--- config.mk ---
export PLATFORM = sky130hd
export DESIGN_NAME = dift_tag_check
export DESIGN_NICKNAME = d
export VERILOG_FILES = /design/src/rtl/dift_tag_check.sv
export SDC_FILE = /design/constraint.sdc
export NUM_CORES = 1
export LEC_CHECK = 0
export BUFFER_PORTS_ARGS = -buffer_cell sky130_fd_sc_hd__buf_2
export CAP_MARGIN = 15
export CORE_ASPECT_RATIO = 0.75
export CORE_MARGIN = 2
export CORE_UTILIZATION = 49
export DETAILED_ROUTE_END_ITERATION = 6
export PLACE_DENSITY = 0.87
export SYNTH_ARGS = -nofsm -noshare
export SYNTH_HDL_FRONTEND = slang
export SYNTH_SLANG_ARGS = --single-unit
--- constraint.sdc ---
create_clock -name clk -period 2.9 [get_ports clk]
set_input_delay 0.29 -clock clk [delete_from_list [all_inputs] [get_ports clk]]
set_output_delay 0.29 -clock clk [all_outputs]
set_load 0.02 [all_outputs]
--- src/rtl/dift_tag_check.sv ---
// Tag-check unit for dynamic information flow tracking.
// Looks at the EX-stage instruction and its operand and fetch tags.
// When an enabled check sees a tainted tag, it raises a tag-violation
// exception request. The request holds until the controller acks it.
// It also keeps a saturating violation counter and a sticky overflow flag.
//
// Ports:
//   clk, rst            clock, synchronous active-high reset
//   valid_i             EX instruction valid and not stalled
//   opclass_i, jalr_i   instruction class and JALR flag
//   operand_a/b_tag_i   rs1/rs2 tags
//   instr_tag_i         tag of the fetched instruction word
//   pc_i                EX instruction PC
//   check_en_i          check enables {EXEC,JALR,STOR,LOAD,BRAN}
//   exc_ack_i           controller took the exception
//   clr_i               clear counter and overflow flag
//   exc_req_o           exception request (high while pending)
//   viol_cause_o/pc_o   captured cause code and PC
//   viol_cnt_o          saturating violation count
//   viol_ovf_o          sticky: violation while one was pending

package dift_pkg;
  localparam int unsigned DIFT_TAG_W = 2;
  typedef logic [DIFT_TAG_W-1:0] dift_tag_t;

  typedef enum logic [2:0] {
    DIFT_OP_NONE = 3'd0,
    DIFT_OP_ALU  = 3'd1,
    DIFT_OP_LOAD = 3'd2,
    DIFT_OP_STOR = 3'd3,
    DIFT_OP_BRAN = 3'd4,
    DIFT_OP_JUMP = 3'd5
  } dift_prop_opclass_t;

  localparam logic [2:0] CAUSE_NONE = 3'd0;
  localparam logic [2:0] CAUSE_STOR = 3'd1;
  localparam logic [2:0] CAUSE_LOAD = 3'd2;
  localparam logic [2:0] CAUSE_BRAN = 3'd3;
  localparam logic [2:0] CAUSE_JALR = 3'd4;
  localparam logic [2:0] CAUSE_EXEC = 3'd5;
endpackage

module dift_tag_check
  import dift_pkg::*;
#(
  parameter int unsigned CNT_WIDTH = 16
) (
  input  logic                 clk,
  input  logic                 rst,
  input  logic                 valid_i,
  input  dift_prop_opclass_t   opclass_i,
  input  logic                 jalr_i,
  input  dift_tag_t            operand_a_tag_i,
  input  dift_tag_t            operand_b_tag_i,
  input  dift_tag_t            instr_tag_i,
  input  logic [31:0]          pc_i,
  input  logic [4:0]           check_en_i,
  input  logic                 exc_ack_i,
  input  logic                 clr_i,
  output logic                 exc_req_o,
  output logic [2:0]           viol_cause_o,
  output logic [31:0]          viol_pc_o,
  output logic [CNT_WIDTH-1:0] viol_cnt_o,
  output logic                 viol_ovf_o
);

  typedef enum logic {
    S_IDLE = 1'b0,
    S_REQ  = 1'b1
  } state_e;

  localparam logic [CNT_WIDTH-1:0] CNT_MAX = {CNT_WIDTH{1'b1}};

  state_e               state_q, state_d;
  logic [2:0]           cause_q, cause_d;
  logic [31:0]          pc_q, pc_d;
  logic [CNT_WIDTH-1:0] cnt_q, cnt_d;
  logic                 ovf_q, ovf_d;

  logic                 a_taint_c, b_taint_c, i_taint_c;
  logic [2:0]           cause_c;
  logic                 viol_c;

  // Taint is the OR of all tag bits
  assign a_taint_c = |operand_a_tag_i;
  assign b_taint_c = |operand_b_tag_i;
  assign i_taint_c = |instr_tag_i;

  // Prioritised cause: EXEC > JALR > BRAN > LOAD > STOR
  always_comb begin
    cause_c = CAUSE_NONE;
    if (valid_i) begin
      if (check_en_i[4] && i_taint_c) begin
        cause_c = CAUSE_EXEC;
      end else if (check_en_i[3] && jalr_i && a_taint_c) begin
        cause_c = CAUSE_JALR;
      end else if (check_en_i[0] && (opclass_i == DIFT_OP_BRAN) && (a_taint_c || b_taint_c)) begin
        cause_c = CAUSE_BRAN;
      end else if (check_en_i[1] && (opclass_i == DIFT_OP_LOAD) && a_taint_c) begin
        cause_c = CAUSE_LOAD;
      end else if (check_en_i[2] && (opclass_i == DIFT_OP_STOR) && a_taint_c) begin
        cause_c = CAUSE_STOR;
      end
    end
  end

  assign viol_c = (cause_c != CAUSE_NONE);

  // Next-state: request FSM, capture registers, counter and overflow
  always_comb begin
    state_d = state_q;
    cause_d = cause_q;
    pc_d    = pc_q;
    cnt_d   = cnt_q;
    ovf_d   = ovf_q;

    unique case (state_q)
      S_IDLE: begin
        if (viol_c) begin
          state_d = S_REQ;
          cause_d = cause_c;
          pc_d    = pc_i;
        end
      end
      S_REQ: begin
        if (exc_ack_i) begin
          // An ack cycle with a new violation rolls straight into the next request
          if (viol_c) begin
            cause_d = cause_c;
            pc_d    = pc_i;
          end else begin
            state_d = S_IDLE;
          end
        end
      end
      default: state_d = S_IDLE;
    endcase

    // Clear wins over a same-cycle violation for counter and overflow
    if (clr_i) begin
      cnt_d = '0;
      ovf_d = 1'b0;
    end else if (viol_c) begin
      if (cnt_q != CNT_MAX) begin
        cnt_d = cnt_q + CNT_WIDTH'(1);
      end
      if ((state_q == S_REQ) && !exc_ack_i) begin
        ovf_d = 1'b1;
      end
    end
  end

  // State and capture registers
  always_ff @(posedge clk) begin
    if (rst) begin
      state_q <= S_IDLE;
      cause_q <= CAUSE_NONE;
      pc_q    <= '0;
      cnt_q   <= '0;
      ovf_q   <= 1'b0;
    end else begin
      state_q <= state_d;
      cause_q <= cause_d;
      pc_q    <= pc_d;
      cnt_q   <= cnt_d;
      ovf_q   <= ovf_d;
    end
  end

  assign exc_req_o    = (state_q == S_REQ);
  assign viol_cause_o = cause_q;
  assign viol_pc_o    = pc_q;
  assign viol_cnt_o   = cnt_q;
  assign viol_ovf_o   = ovf_q;

endmodule

==> results by group <==
Clock network
  • Root buf cell: clkbuf_8
  • CTS Buffer Depth: 2
  • Post-CTS resize count: 0
  • Clock Sinks: 53
  • TritonCTS clock tree: done
  • TritonCTS Buffers: 5
  • Worst skew pair latency: approximately 290 ps
  • CTS Hold Bufs: 0
  • H-Tree Depth: 2
  • Worst-path clk slew: approximately 90 ps
  • Post-CTS Setup Inserts: 0

Floorplan
  • Die area: between 0.005 and 0.006 mm2
  • Die W: ~83 um
  • Overall die height: about 63 um
  • Num ports: around 110
  • Core area: between 0.004 and 0.005 mm2
  • Site row count: 21
  • Starting Density: between 50% and 60%

Synthesis
  • Simple-gate share of the synthesized area: ~23%
  • Post-synth top area cell: dfxtp_1
  • Main flop type after synthesis: dfxtp_1
  • Largest family of logic cells by synthesized area: simple AND/OR/NAND/NOR gates
  • Most common cell in the netlist: dfxtp_1
  • Cell Area, Synth: ~0.0023 mm2
  • Syn. warnings: 0
  • Avg Inst Size Synth: ~9.4 um2
  • Post-synth cell types: 39
  • Async SR Flop Fraction: 0%
  • Area share of the leading cell type in the synthesized netlist: 46.3%
  • Synth top cells by count: dfxtp_1, nor2_1, mux2i_1
  • Adder-cell share of the synthesized area: less than 1%
  • Synth Area in Compound Gates: approximately an eighth
  • Post-synth net total: 297
  • Number of enable flip-flop cells after synthesis: 0
  • Gate Count Post-Synth: approximately 240
  • Seq/Total Area, Yosys: 46.3%
  • Top area cells in the synthesized netlist: dfxtp_1, mux2i_1, nor2_1
  • Xor/xnor share of the synthesized area: 0%
  • Mux cell area share after synthesis: ~14%
  • Yosys reg bits: between 50 and 60

Power
  • Sw power: approximately 0.38 mW
  • Internal: ~1 mW
  • Combinational Power Share: 16.9%
  • Sequential Power Share: 54.9%
  • Clock power share: 28.2%
  • Leakage: around 1.4 nW
  • Pwr dens: ~480 mW/mm2
  • Sw frac: a little over a quarter
  • Worst vdd ir: a little over 0.0003 V

Timing
  • Setup TNS: 0 ps
  • Fin. max-slew vios: 0
  • Slew headroom: between 60% and 70%
  • Fin crit period: about 2000 ps
  • RSZ-0062 raised after global routing: no
  • Worst Clk Skew: 2.72 ps
  • Max frequency: ~500 MHz
  • Final Hold Fails: 0
  • Setup violations, final: 0
  • Final period utilization: slightly above 70%
  • Slew @ Worst Pin: about 540 ps

Finish
  • Post-route cell area: about 0.003 mm2
  • ANT cells: 0
  • Post-Layout Cell Count: around 400
  • Final nets: just under 400
  • Area grow syn2layout: 28.8%
  • Share of layout cells above drive strength 1: between 30% and 40%
  • Post-layout util: between 60% and 70%

Drt
  • Via count: 2200
  • Antenna Nets Post-Route: 0
  • Initial drt markers: between 100 and 150
  • Drt via density: 5.46
  • Final wirelength: around 5400 um
  • Drt wl/cell: between 10 and 15 um
  • Post-route DRC: 0
  • DRT Pass-1 Iters: 4

Placed design
  • Input/output buffers: 104
  • Dpl cells: approximately 400
  • GP Congestion: ~0.84
  • Detail Placement HPWL: about 4000 um
  • Placed Instance Area: ~0.0029 mm2

GRT
  • Vias in the first global route: a little over 2000
  • First-pass GRT wire length: roughly 8700 um
  • Initial antenna violation count: 0
  • Pin count of the biggest net entering global routing: 39
  • Total grt overflow: 0
  • All-Layer GR Usage: 20.0%

Critical path
  • CP endpoint kind: flop
  • CP Launch Type: flop
  • CP arrival: 2220 ps
  • CP Max Fanout: 8
  • Setup CP Type: reg2reg
  • Required time worst endpoint: around 3100 ps

Worst hold path
  • Worst hold-check path type: in2reg

Job
  • Max Cap Viol: 0

Status
  • Status: finished, final reports clean
==> cells in the final DEF, fill, tap and decap left out, types with 6 or more instances in the layout <==
cell	n
o21ai_0	7
nand3_1	8
buf_2	104
or3_1	7
nor2_1	39
nand2_1	13
or4_1	6
dfxtp_1	53
a21oi_1	16
mux2i_1	33
==> critical path, cell delays in order (launching register included) <==
cell and delay (ps):
dfxtp_1 450, nand4_1 210, or4_1 670, nor2_1 370
or4_1 170, a21oi_1 60
==> power by group through the flow <==
stage	clock (mW)	combinational, mW	sequential (mW)
2_1_floorplan	0	0.111	0.832
3_3_place_gp	0	0.234	0.792
3_5_place_dp	0	0.239	0.793
4_1_cts	0.416	0.240	0.776
5_1_grt	0.442	0.258	0.781
6_report	0.398	0.238	0.776
==> through the flow <==
stage	hold slack [ps]	total power, mW	setup WS, ps
3_3_place_gp	442	1.03	798
4_1_cts	214	1.43	875
3_5_place_dp	452	1.03	723
2_1_floorplan	434	0.943	1010
5_1_grt	218	1.48	678
6_report	225	1.41	852
==> sequential cells by signal, summed over array words and instances (netlist names) <==
signal	cells
exc_req_o	1
viol_cause_o	3
viol_cnt_o	16
viol_ovf_o	1
viol_pc_o	32
==> layout make-up <==
| type | count | area, um2 |
|---|---|---|
| fill | 387 | 1540 |
| multi-input combinational | 177 | 1190 |
| sequential | 53 | 1060 |
| timing repair buffer | 107 | 543 |
| clock buffer | 6 | 72.6 |
| tap | 57 | 71.3 |
| clock inverter | 2 | 15.0 |
| inverter | 1 | 3.75 |
==> cell families after synthesis <==
family                     count (synthesis)
AOI/OAI and AO/OA                         46
DFF                                       53
and+or+nand+nor                           97
adders and majority gates                  1
muxes                                     33
buffers and inverters                     14
==> routing by layer <==
| metal | global-route usage (%) | vias to the layer above | wire length [um] |
|---|---|---|---|
| met5 | 0 | - | 0 |
| met4 | 6.76 | 0 | 45 |
| met3 | 4.85 | 6 | 304 |
| met2 | 33.5 | 79 | 2610 |
| met1 | 25.3 | 1021 | 2460 |
| li1 | - | 1094 | - |
==> final timing paths <==
check | slack [ps] | cells after the start | end | startpoint
setup / recovery | 850 | 5 | viol_cnt_o[4]$_SDFFE_PP0P_ | viol_cnt_o[7]$_SDFFE_PP0P_
hold / removal | 230 | 3 | viol_pc_o[23]$_SDFFE_PP0P_ | pc_i[23]
setup reg to reg | 850 | 5 | viol_cnt_o[4]$_SDFFE_PP0P_ | viol_cnt_o[7]$_SDFFE_PP0P_
hold reg to reg | 470 | 2 | viol_cause_o[2]$_SDFFE_PP0P_ | viol_cause_o[2]$_SDFFE_PP0P_
No activity file was read; power rests on OpenSTA's default activity.
